**src/rtl/bridge_pkg.sv**
```systemverilog
// bridge_pkg: shared definitions for the I2C-to-UART bridge.
// Contents: state_t (UART transmitter FSM encoding) and level_w(), the width of a
// FIFO occupancy count able to hold 0..depth.
package bridge_pkg;
  typedef enum logic [2:0] {ST_IDLE, ST_START, ST_DATA, ST_PARITY, ST_STOP} state_t;
  function automatic int level_w(input int depth);
    return $clog2(depth) + 1;
  endfunction
endpackage

```
**src/rtl/bridge_sync_fifo.sv**
```systemverilog
// bridge_sync_fifo: single-clock FIFO with full/empty flags and occupancy count.
// Ports: clk, reset (async active-low), i_wr/i_wdata (write), i_rd (pop),
//        o_rdata (head word, valid while !o_empty), o_full, o_empty, o_level (0..DEPTH).
// A write is accepted when not full, or when a pop happens on the same edge.
module bridge_sync_fifo import bridge_pkg::*; #(
  parameter int DATA_W = 8,
  parameter int DEPTH  = 16
) (
  input  logic                      clk,
  input  logic                      reset,
  input  logic                      i_wr,
  input  logic [DATA_W-1:0]         i_wdata,
  input  logic                      i_rd,
  output logic [DATA_W-1:0]         o_rdata,
  output logic                      o_full,
  output logic                      o_empty,
  output logic [level_w(DEPTH)-1:0] o_level
);
  localparam int AW = $clog2(DEPTH);
  localparam int LW = level_w(DEPTH);
  logic [DATA_W-1:0] r_mem [DEPTH];
  logic [AW-1:0]     r_wr_ptr;
  logic [AW-1:0]     r_rd_ptr;
  logic [LW-1:0]     r_level;
  logic              w_wr_en;
  logic              w_rd_en;
  assign o_empty = r_level == '0;
  assign o_full  = r_level == LW'(DEPTH);
  assign w_rd_en = i_rd && !o_empty;
  assign w_wr_en = i_wr && (!o_full || w_rd_en);
  assign o_rdata = r_mem[r_rd_ptr];
  assign o_level = r_level;
  always_ff @(posedge clk)
    if (w_wr_en) r_mem[r_wr_ptr] <= i_wdata;
  // Pointers are AW bits wide, so they wrap modulo DEPTH naturally.
  always_ff @(posedge clk or negedge reset)
    if (!reset) begin
      r_wr_ptr <= '0;
      r_rd_ptr <= '0;
      r_level  <= '0;
    end else begin
      if (w_wr_en) r_wr_ptr <= r_wr_ptr + AW'(1);
      if (w_rd_en) r_rd_ptr <= r_rd_ptr + AW'(1);
      r_level <= r_level + LW'(w_wr_en) - LW'(w_rd_en);
    end
endmodule

```
**src/rtl/i2c_uart_bridge_p.sv**
```systemverilog
// i2c_uart_bridge_p: buffers words from an I2C slave receiver and sends them on a UART line.
// Ports: clk, reset (async active-low), rx_data/rx_valid (write strobe from I2C side),
//        clr_ovf (sync clear of overflow), TX (serial out, idle high), tx_busy (frame on line),
//        tx_done (pulse during the final stop-bit cycle), fifo_level (0..DEPTH),
//        overflow (sticky: a write was dropped while full).
// Optional macro PARITY_EN: adds parameter PARITY_ODD and a parity bit after the data bits.
module i2c_uart_bridge_p import bridge_pkg::*; #(
  parameter int DATA_W       = 8,
  parameter int DEPTH        = 16,
  parameter int CLKS_PER_BIT = 868,
  parameter int STOP_BITS    = 1
`ifdef PARITY_EN
  , parameter bit PARITY_ODD = 1'b0
`endif
) (
  input  logic                      clk,
  input  logic                      reset,
  input  logic [DATA_W-1:0]         rx_data,
  input  logic                      rx_valid,
  input  logic                      clr_ovf,
  output logic                      TX,
  output logic                      tx_busy,
  output logic                      tx_done,
  output logic [level_w(DEPTH)-1:0] fifo_level,
  output logic                      overflow
);
  localparam int BW = $clog2(CLKS_PER_BIT);
  localparam int CW = $clog2(DATA_W);
  localparam logic [BW-1:0] BAUD_LAST = BW'(CLKS_PER_BIT - 1);
  localparam logic [BW-1:0] BAUD_PRE  = BW'(CLKS_PER_BIT - 2);
  localparam logic [CW-1:0] DATA_LAST = CW'(DATA_W - 1);
  localparam logic [CW-1:0] STOP_LAST = CW'(STOP_BITS - 1);
  state_t            r_state;
  logic [BW-1:0]     r_baud;
  logic [CW-1:0]     r_bit;
  logic [DATA_W-1:0] r_shift;
  logic              r_tx;
  logic              r_busy;
  logic              r_done;
  logic              r_ovf;
`ifdef PARITY_EN
  logic              r_par;
`endif
  logic              w_pop;
  logic              w_full;
  logic              w_empty;
  logic              w_bit_end;
  logic [DATA_W-1:0] w_rdata;
  // Pop depends only on registered state and level, so a word is never bypassed.
  assign w_pop     = r_state == ST_IDLE && !w_empty;
  assign w_bit_end = r_baud == BAUD_LAST;
  assign TX        = r_tx;
  assign tx_busy   = r_busy;
  assign tx_done   = r_done;
  assign overflow  = r_ovf;
  bridge_sync_fifo #(.DATA_W(DATA_W), .DEPTH(DEPTH)) u_fifo (
    .clk     (clk),
    .reset   (reset),
    .i_wr    (rx_valid),
    .i_wdata (rx_data),
    .i_rd    (w_pop),
    .o_rdata (w_rdata),
    .o_full  (w_full),
    .o_empty (w_empty),
    .o_level (fifo_level)
  );
  // A dropped write wins over a clear in the same cycle.
  always_ff @(posedge clk or negedge reset)
    if (!reset) r_ovf <= 1'b0;
    else if (rx_valid && w_full && !w_pop) r_ovf <= 1'b1;
    else if (clr_ovf) r_ovf <= 1'b0;
  always_ff @(posedge clk or negedge reset)
    if (!reset) begin
      r_state <= ST_IDLE;
      r_baud  <= '0;
      r_bit   <= '0;
      r_shift <= '0;
      r_tx    <= 1'b1;
      r_busy  <= 1'b0;
      r_done  <= 1'b0;
`ifdef PARITY_EN
      r_par   <= 1'b0;
`endif
    end else begin
      r_done <= 1'b0;
      r_baud <= (r_state == ST_IDLE || w_bit_end) ? '0 : r_baud + BW'(1);
      case (r_state)
        ST_IDLE:
          if (w_pop) begin
            r_state <= ST_START;
            r_shift <= w_rdata;
            r_tx    <= 1'b0;
            r_busy  <= 1'b1;
            r_bit   <= '0;
`ifdef PARITY_EN
            r_par   <= ^w_rdata ^ PARITY_ODD;
`endif
          end
        ST_START:
          if (w_bit_end) begin
            r_state <= ST_DATA;
            r_tx    <= r_shift[0];
          end
        // The shift register always presents the next bit at [1], LSB first.
        ST_DATA:
          if (w_bit_end) begin
            if (r_bit == DATA_LAST) begin
              r_bit <= '0;
`ifdef PARITY_EN
              r_state <= ST_PARITY;
              r_tx    <= r_par;
`else
              r_state <= ST_STOP;
              r_tx    <= 1'b1;
`endif
            end else begin
              r_bit   <= r_bit + CW'(1);
              r_shift <= r_shift >> 1;
              r_tx    <= r_shift[1];
            end
          end
        ST_PARITY:
          if (w_bit_end) begin
            r_state <= ST_STOP;
            r_tx    <= 1'b1;
          end
        // r_bit counts stop bits here; tx_done is raised one cycle early so it
        // is high exactly during the final stop-bit cycle.
        ST_STOP: begin
          if (r_bit == STOP_LAST && r_baud == BAUD_PRE) r_done <= 1'b1;
          if (w_bit_end) begin
            if (r_bit == STOP_LAST) begin
              r_state <= ST_IDLE;
              r_busy  <= 1'b0;
              r_bit   <= '0;
            end else r_bit <= r_bit + CW'(1);
          end
        end
        default: r_state <= ST_IDLE;
      endcase
    end
endmodule

```
**config.mk**
```make
export PLATFORM = sky130hd
export DESIGN_NAME = i2c_uart_bridge_p
export DESIGN_NICKNAME = d
export VERILOG_FILES = /design/src/rtl/bridge_pkg.sv /design/src/rtl/bridge_sync_fifo.sv /design/src/rtl/i2c_uart_bridge_p.sv
export SDC_FILE = /design/constraint.sdc
export NUM_CORES = 1
export LEC_CHECK = 0
export ABC_AREA = 1
export ABC_CLOCK_PERIOD_IN_PS = 3600
export CORE_MARGIN = 4
export CORE_UTILIZATION = 40
export DETAILED_ROUTE_END_ITERATION = 10
export GPL_ROUTABILITY_DRIVEN = 0
export GPL_TIMING_DRIVEN = 0
export SYNTH_ARGS = -nofsm -noshare
export SYNTH_HDL_FRONTEND = slang
export SYNTH_SLANG_ARGS = --single-unit
```
**constraint.sdc**
```tcl
create_clock -name clk -period 3.6 [get_ports clk]
set_input_delay 0.72 -clock clk [delete_from_list [all_inputs] [get_ports clk]]
set_output_delay 0.72 -clock clk [all_outputs]
set_load 0.01 [all_outputs]
```
Word level (Yosys, flattened, before mapping) --
Memory sizes are Yosys's and may differ from the RTL's. Index checks and enable logic that the tools add are counted.
Word-level totals: register bits after elaboration 41, bits in writable memories 128, output and inout bits 9, memories kept 1, input bits 12
Memory list:
- u_fifo.r_mem | words 16, width 8, read ports 1, clocked after memory_dff 0, wr ports 1, RTL line bridge_sync_fifo.sv:21 | logic [DATA_W-1:0] r_mem [DEPTH];
Cells by class: muxes and demuxes 35, add/sub/neg operators 6, reduce and logical (&&, ||, !) cells 24, eq/ne operators 16
Operators by type and width (number):
- $mux 3 | 12
- $mux 8 | 3
- $eq 10x10->1 const B | 2
- $pmux 8 s2 | 1
- $pmux 3 s5 | 1
- $mux 1 | 14
- $ne 2x2->1 const B | 7
- $reduce_and 4->1 | 3
- $add 10x1->10 const B | 1
- $mux 10 | 1
- $pmux 3 s3 | 1
- $add 4x1->4 const B | 2
- $reduce_and 7->1 | 1
- $eq 3x2->1 const B | 2
- $eq 3x3->1 const B | 2
- $logic_and 1x1->1 | 6
- $logic_not 3->1 | 2
- $reduce_bool 2->1 | 3
- $add 5x1->5 | 1
- $eq 5x5->1 const B | 1
- $logic_not 5->1 | 1
- $reduce_and 5->1 | 1
- $sub 5x1->5 | 1
- $pmux 1 s4 | 1
- 8 further kinds | 11

Longest topological paths before layout --
Gate-level depths: netlist (run 1).
word-level depth 8, gate-level depth with buffers 15, depth with buffers taken out 15

Hierarchy --
Synthesis (run 1) repeated with hierarchy kept, for this count alone.
Second synthesis, totals: cell total of the unflattened synthesis 804, area total of the unflattened synthesis 7850.0 um2
By module, submodules not included:
- bridge_sync_fifo | cells each 622, area an instance 6284.8 um2, instances 1, sequential area each 4169.0 um2
- i2c_uart_bridge_p | cells each 182, area an instance 1565.3 um2, instances 1, sequential area each 701.9 um2

Least setup slack after synthesis (run 1) --
No wires, ideal clock.
kind flip-flop to flip-flop, from register u_fifo.r_level[3] (netlist: u_fifo.o_level[3]), to register u_fifo.r_level[4] (netlist: u_fifo.o_level[4]), buffers on the path 0, cell stages (with the launch flop) 16, arrival 2.360 ns, setup slack 1.113 ns, library setup time 0.128 ns, path through dfrtp_1 inv_1 ha_1 nand2_1 nor2_1 nand2_1 nand2_1 inv_1 ha_1 inv_1 ha_1 inv_1 fa_1 o21ai_0 a21oi_1 xor2_1
On the way: word-level cells in the longest chain between the ends 8
RTL lines:
- start: declaration | RTL line bridge_sync_fifo.sv:24 | logic [LW-1:0] r_level;
- start signal: assignment | RTL line bridge_sync_fifo.sv:44 | r_level <= r_level + LW'(w_wr_en) - LW'(w_rd_en);
- $logic_not 5->1 (*) | RTL line bridge_sync_fifo.sv:27 | assign o_empty = r_level == '0;
- $logic_not 1->1 (*) | RTL line bridge_sync_fifo.sv:29, i2c_uart_bridge_p.sv:50
- $logic_and 1x1->1 | RTL line i2c_uart_bridge_p.sv:50 | assign w_pop = r_state == ST_IDLE && !w_empty;
- $logic_and 1x1->1 (*) | RTL line bridge_sync_fifo.sv:29 | assign w_rd_en = i_rd && !o_empty;
- named net u_fifo.w_rd_en | RTL line bridge_sync_fifo.sv:26 | logic w_rd_en;
- $logic_or 1x1->1 | RTL line bridge_sync_fifo.sv:30 | assign w_wr_en = i_wr && (!o_full || w_rd_en);
- $logic_and 1x1->1 | RTL line bridge_sync_fifo.sv:30
- $add 5x1->5 | RTL line bridge_sync_fifo.sv:44
- $sub 5x1->5 (*) | RTL line bridge_sync_fifo.sv:44
Mark *: on every way through the listed nets, which the timed path passes. The rest lies on a longest branch. A chain may end at the register's enable or synchronous reset.

Worst setup path in the final report (run 1) --
Same ends and word-level chain as after synthesis.

==> results of run 1 <==
[power by group]
part | switching, mW | internal (mW) | total (mW)
logic | 0.398 | 0.223 | 0.620
registers | 0.0757 | 2.30 | 2.38
clock network | 0.783 | 0.894 | 1.68
[worst max-delay path: stages, from the launching register on]
cell,delay [ps]
dfrtp_1,400
inv_1,80
ha_1,140
nand2_1,50
nor2_1,120
nand2_1,100
nand2_1,180
inv_1,190
ha_1,320
inv_1,60
ha_1,150
inv_1,50
fa_1,400
o21ai_0,210
a21oi_1,110
xor2_1,140
[cells by family after synthesis]
logic type,share of synthesized area
and+or+nand+nor,0.2301
DFF,0.6353
buffers and inverters,0.06838
AOI/OAI and AO/OA,0.02497
adders and majority gates,0.02872
xor gates and xnor gates,0.01256
[state kept, by name, indices dropped and copies added (netlist names), 3 cells and up]
name and flops:
u_fifo.o_level 5, u_fifo.r_mem 128, r_shift 8, u_fifo.r_rd_ptr 4, r_state 3, r_bit 3, u_fifo.r_wr_ptr 4, r_baud 10
[path summary, 6_finish.rpt]
path / startpoint / endpoint / slack [ps] / cells past startpoint
worst min register to register: TX$_DFFE_PN1P_ / TX$_DFFE_PN1P_ / 470 / 2
worst max register to register: u_fifo.o_level[3]$_DFF_PN0_ / u_fifo.o_level[4]$_DFF_PN0_ / 770 / 15
min in group clk: TX$_DFFE_PN1P_ / TX$_DFFE_PN1P_ / 470 / 2
max in group asynchronous: reset / TX$_DFFE_PN1P_ / 2980 / 2
worst min-delay path: reset / r_baud[2]$_DFF_PN0_ / 130 / 1
worst max-delay path: u_fifo.o_level[3]$_DFF_PN0_ / u_fifo.o_level[4]$_DFF_PN0_ / 770 / 15
[layout make-up]
type | count | area, µm² | area share
Tap cell | 234 | 292.8 | 0.03359
Multi-Input combinational cell | 475 | 2272 | 0.2607
Buffer | 27 | 133.9 | 0.01536
Inverter | 104 | 390.4 | 0.04479
Clock inverter | 15 | 115.1 | 0.01321
Sequential cell | 169 | 4871 | 0.5589
Timing Repair Buffer | 21 | 215.2 | 0.02469
Clock buffer | 17 | 425.4 | 0.04881
[synth_stat cells]
cell type | number | area share
a21oi_1 | 10 | 0.0065
a22oi_1 | 1 | 0.00098
buf_1 | 3 | 0.0015
buf_2 | 14 | 0.0091
buf_4 | 2 | 0.0020
buf_6 | 1 | 0.0015
clkbuf_1 | 7 | 0.0034
clkinv_1 | 2 | 0.00098
dfrtp_1 | 40 | 0.13
dfstp_2 | 1 | 0.0034
edfxtp_1 | 128 | 0.50
fa_1 | 1 | 0.0026
ha_1 | 16 | 0.026
inv_1 | 94 | 0.046
inv_2 | 8 | 0.0039
nand2_1 | 247 | 0.12
nand2_2 | 6 | 0.0049
nand3_1 | 86 | 0.056
nand3_4 | 2 | 0.0046
nand3b_1 | 1 | 0.00098
nand4_1 | 8 | 0.0065
nor2_1 | 48 | 0.023
nor2_2 | 5 | 0.0041
nor3_1 | 4 | 0.0026
nor3_4 | 2 | 0.0042
nor3b_2 | 1 | 0.0016
o211ai_1 | 1 | 0.00098
o21ai_0 | 20 | 0.013
o21ai_1 | 4 | 0.0026
o22ai_1 | 1 | 0.00082
xnor2_1 | 1 | 0.0011
xor2_1 | 10 | 0.011
[through the flow]
| step | total power, mW | worst slack [ps] | utilization | hold WS (ps) |
|---|---|---|---|---|
| finish | 4.675 | 773.2 | 0.4644 | 127.3 |
| global route | 4.896 | 530.6 | 0.4644 | 125.9 |
| CTS | 4.714 | 778.5 | 0.4644 | 117.0 |
| detailed placement | 3.044 | 787.0 | 0.4356 | 459.4 |
| global placement | 3.028 | 637.6 | 0.4348 | 459.1 |
| floorplan | 2.789 | 1113 | - | 424.4 |
[routing by layer]
layer	global-route usage	up-vias	routed length, µm
met2	0.2686	130	8150
met3	0.02607	16	740
li1	-	2607	-
met5	0	-	0
met4	0.05221	0	218
met1	0.2304	2491	8018
==> results.tsv, run 1 <==
metric	value	unit
status	complete, no violations	
hold_buffers	0	
hold_viol_final	0	
skew	8.981	ps
fin_setup_tns	0	ps
syn2layout_area_growth	13.67	%
dieArea	21450	µm²
ys_warn_count	0	
insertion_delay	430	ps
post-cts-setup-buffers	0	
ir_drop	0.3444	mV
grt_max_degree	36	
worstMarginPinSlew	887.6	ps
grt-ovfl-total	0	
first_global_vias	5032	
report.final.slew_viol_count	0	
p_leak	3.740	nW
start_util	0.4085	
yosysUniqueCellTypes	32	
drv_cap	0	
synth.avg_cell_area	9.893	µm²
synth_cells	775	
routedWlPerCell	16.13	µm
fin_area	8716	µm²
post_route_cells_drive_above_1_share	0.09058	
final_cell_mix	nand2_1 (247), edfxtp_1 (128), inv_1 (94)	
die_width	146.5	µm
final_common_cell	nand2_1	
finalSetupViolCount	0	
rows	50	
cts_tree	done	
path_class	flop to flop	
arrival	3130	ps
nets	844	
die_h	146.5	µm
num_antenna_cells	0	
clock_sinks	169	
p_per_area	536.3	nW/µm²
drt_iter0_markers	325	
dr.pass1.iters	4	
end_kind	flop	
core	18770	µm²
critPathLaunchType	flop	
drc	0	
syn_area	7667	µm²
drt-total-wl	17130	µm
antenna_left	0	
fillers	1801	
postCtsResizedCells	0	
dp_hpwl	11840	µm
rsz0062_at_grt	false	
vias	5244	
grt_pass1_wl	27340	µm
crit_fanout	6	
clk_pin_slew_worst_paths	70	ps
hold_path.class	input port to asynchronous set/reset pin	
fin_crit	2827	ps
io-pin-count	21	
vias_per_cell	4.938	
dp_cells	1030	
cts_buffer_depth	2	
dpl_cell_area	8175	µm²
ys_seq_area_frac	0.6353	
antenna_found_initial	0	
stdcell_count	1062	
ctsHtreeMaxLevel	4	
cts_buffers	17	
crit_required	3910	ps
fin_crit_sh	0.7852	
fmax	0.3538	GHz
grt_usage	0.1657	
io_buffers	20	
maxSlewHeadroom	0.4061	
synth_nets	804	
ys_seq_elements	169	
cts-root-buf	clkbuf_16	
No activity file was read; power rests on OpenSTA's default activity.
==> run 2: changes to the inputs <==
--- a/config.mk
+++ b/config.mk
@@ -6,7 +6,7 @@
 export NUM_CORES = 1
 export LEC_CHECK = 0
 export ABC_AREA = 1
-export ABC_CLOCK_PERIOD_IN_PS = 3600
+export ABC_CLOCK_PERIOD_IN_PS = 2700
 export CORE_MARGIN = 4
 export CORE_UTILIZATION = 40
 export DETAILED_ROUTE_END_ITERATION = 10
==> constraint.sdc (replaced) <==
create_clock -name clk -period 2.7 [get_ports clk]
set_input_delay 0.54 -clock clk [delete_from_list [all_inputs] [get_ports clk]]
set_output_delay 0.54 -clock clk [all_outputs]
set_load 0.01 [all_outputs]
==> results.tsv, run 2 (same netlist as run 1, synthesis figures left out) <==
metric	value	unit	change
status	complete, no violations		
nets	845		+0.12%
min_from	TX$_DFFE_PN1P_		
first_global_vias	5035		+0.060%
maxSlewHeadroom	0.4185		+0.01234
syn2layout_area_growth	14.00	%	
crit_fanout	9		+3
final_common_cell	nand2_1		
dr.pass1.iters	4		unchanged
die_h	146.5	µm	unchanged
vias_per_cell	4.941		about the same
report.final.slew_viol_count	0		unchanged
whs	471.4	ps	+344.1 ps
io-pin-count	21		unchanged
start_util	0.4085		unchanged
p_per_area	714.9	nW/µm²	+33%
hold_viol_final	0		unchanged
seqCellArea	4871	µm²	unchanged
startpoint	r_state[0]$_DFFE_PN0P_		
cts-root-buf	clkbuf_16		
grt_pass1_wl	27370	µm	about the same
r2r_cells	9		-6
p_int	4.563	mW	+33%
post-route-util	0.4657		+0.001333
end_kind	flop		
clock_sinks	169		unchanged
skew	7.604	ps	-1.376 ps
critPathLaunchType	flop		
stdcell_count	1063		+0.094%
drt-total-wl	17150	µm	+0.11%
ctsHtreeMaxLevel	4		unchanged
dp_cells	1030		unchanged
power_frac_seq	0.508		about the same
die_width	146.5	µm	unchanged
finalSetupViolCount	0		unchanged
combPwrFrac	0.134		about the same
dp_hpwl	11840	µm	unchanged
grt_usage	0.1658		about the same
largest_reg_flops	128		unchanged
routedWlPerCell	16.13	µm	about the same
io_buffers	20		unchanged
crit_required	2750	ps	-1160 ps
power.switching	1.686	mW	+34%
arrival	2540	ps	-590 ps
insertion_delay	430	ps	about the same
antenna_left	0		unchanged
fin_crit_sh	0.9221		+0.1369
fillers	1797		-0.22%
grt-ovfl-total	0		unchanged
regMostFlops	u_fifo.r_mem		
fin_crit	2490	ps	-337.1 ps
post_route_cells_drive_above_1_share	0.09650		+0.005922
core	18770	µm²	unchanged
p_leak	3.742	nW	about the same
p_sw_frac	0.2697		+0.001007
drc	0		unchanged
rsz0062_at_grt	false		
final_cell_mix	nand2_1 (245), edfxtp_1 (128), inv_1 (93)		
num_antenna_cells	0		unchanged
drv_cap	0		unchanged
clk_pin_slew_worst_paths	60	ps	about the same
drt_iter0_markers	327		+0.62%
hold_path.class	flop to flop		
rows	50		unchanged
multiInputGateArea	2287	µm²	+0.66%
vias	5252		+0.15%
antenna_found_initial	0		unchanged
reg2reg_from	r_state[0]$_DFFE_PN0P_		
cts_buffers	17		unchanged
ir_drop	0.4645	mV	+35%
cts_buffer_depth	2		unchanged
hold_depth	2		
grt_max_degree	36		unchanged
cts_tree	done		
top_regs	u_fifo.r_mem: 128 flops, r_baud: 10 flops, r_shift: 8 flops		
dieArea	21450	µm²	unchanged
fmax	0.4016	GHz	+14%
power	6.249	mW	+34%
p_clk_frac	0.358		about the same
worstMarginPinSlew	869.6	ps	-17.96 ps
post-cts-setup-buffers	0		unchanged
fin_setup_tns	0	ps	unchanged
path_class	flop to flop		
## run 2: final timing paths
kind                                                     end  slack (ps)
worst max-delay path            u_fifo.r_mem[2][6]$_DFFE_PP_         210
worst min-delay path                          TX$_DFFE_PN1P_         470
worst max register to register  u_fifo.r_mem[2][6]$_DFFE_PP_         210
worst min register to register                TX$_DFFE_PN1P_         470
max in group asynchronous                     TX$_DFFE_PN1P_        1710
min in group asynchronous                r_baud[2]$_DFF_PN0_         490
## run 2: what timing repair did
| action | CTS | global route |
|---|---|---|
| resized for setup | 2 | 5 |
| pin swaps | 0 | 2 |
| hold buffers | 1 | 0 |
| setup endpoints to repair | 1 | 1 |
| hold endpoints to repair | 6 | 0 |
## run 2: cell type report
cell class              count  share of cell area
inverters                 104             0.04466
multi-input cells         475              0.2617
repair buffers             22             0.02577
clock inverters            15             0.01317
clock buffers              17             0.04867
well taps                 234             0.03350
plain buffers              27             0.01532
flip-flops and latches    169              0.5573
## run 2: routing by layer
layer	share of wire	global-route usage
met4	0.014	0.05221
met5	0	0
met2	0.48	0.2686
met3	0.049	0.02607
met1	0.46	0.2306
## run 2: through the flow
step | cell area, µm² | setup slack, ps
2_1_floorplan | 7667 | 212.7
3_3_place_gp | 8160 | -86.04
3_5_place_dp | 8175 | -113.0
4_1_cts | 8728 | 17.22
5_1_grt | 8741 | 23.81
6_report | 8741 | 210.3
## run 2: worst max-delay path, cell delays in order (launching register included)
cell     delay (ps)
dfrtp_1         410
inv_1           110
nand2_2          90
nor2_2          170
inv_2           100
nand3_1         100
nand2_1         120
inv_2           150
nand2_1         170
nor2_1          700
## run 2: power groups by stage
stage | clock, mW | combinational (mW) | sequential [mW]
global placement | 0 | 0.816 | 3.22
global route | 2.39 | 0.949 | 3.20
detailed placement | 0 | 0.832 | 3.23
CTS | 2.27 | 0.840 | 3.17
floorplan | 0 | 0.496 | 3.22
finish | 2.24 | 0.839 | 3.17
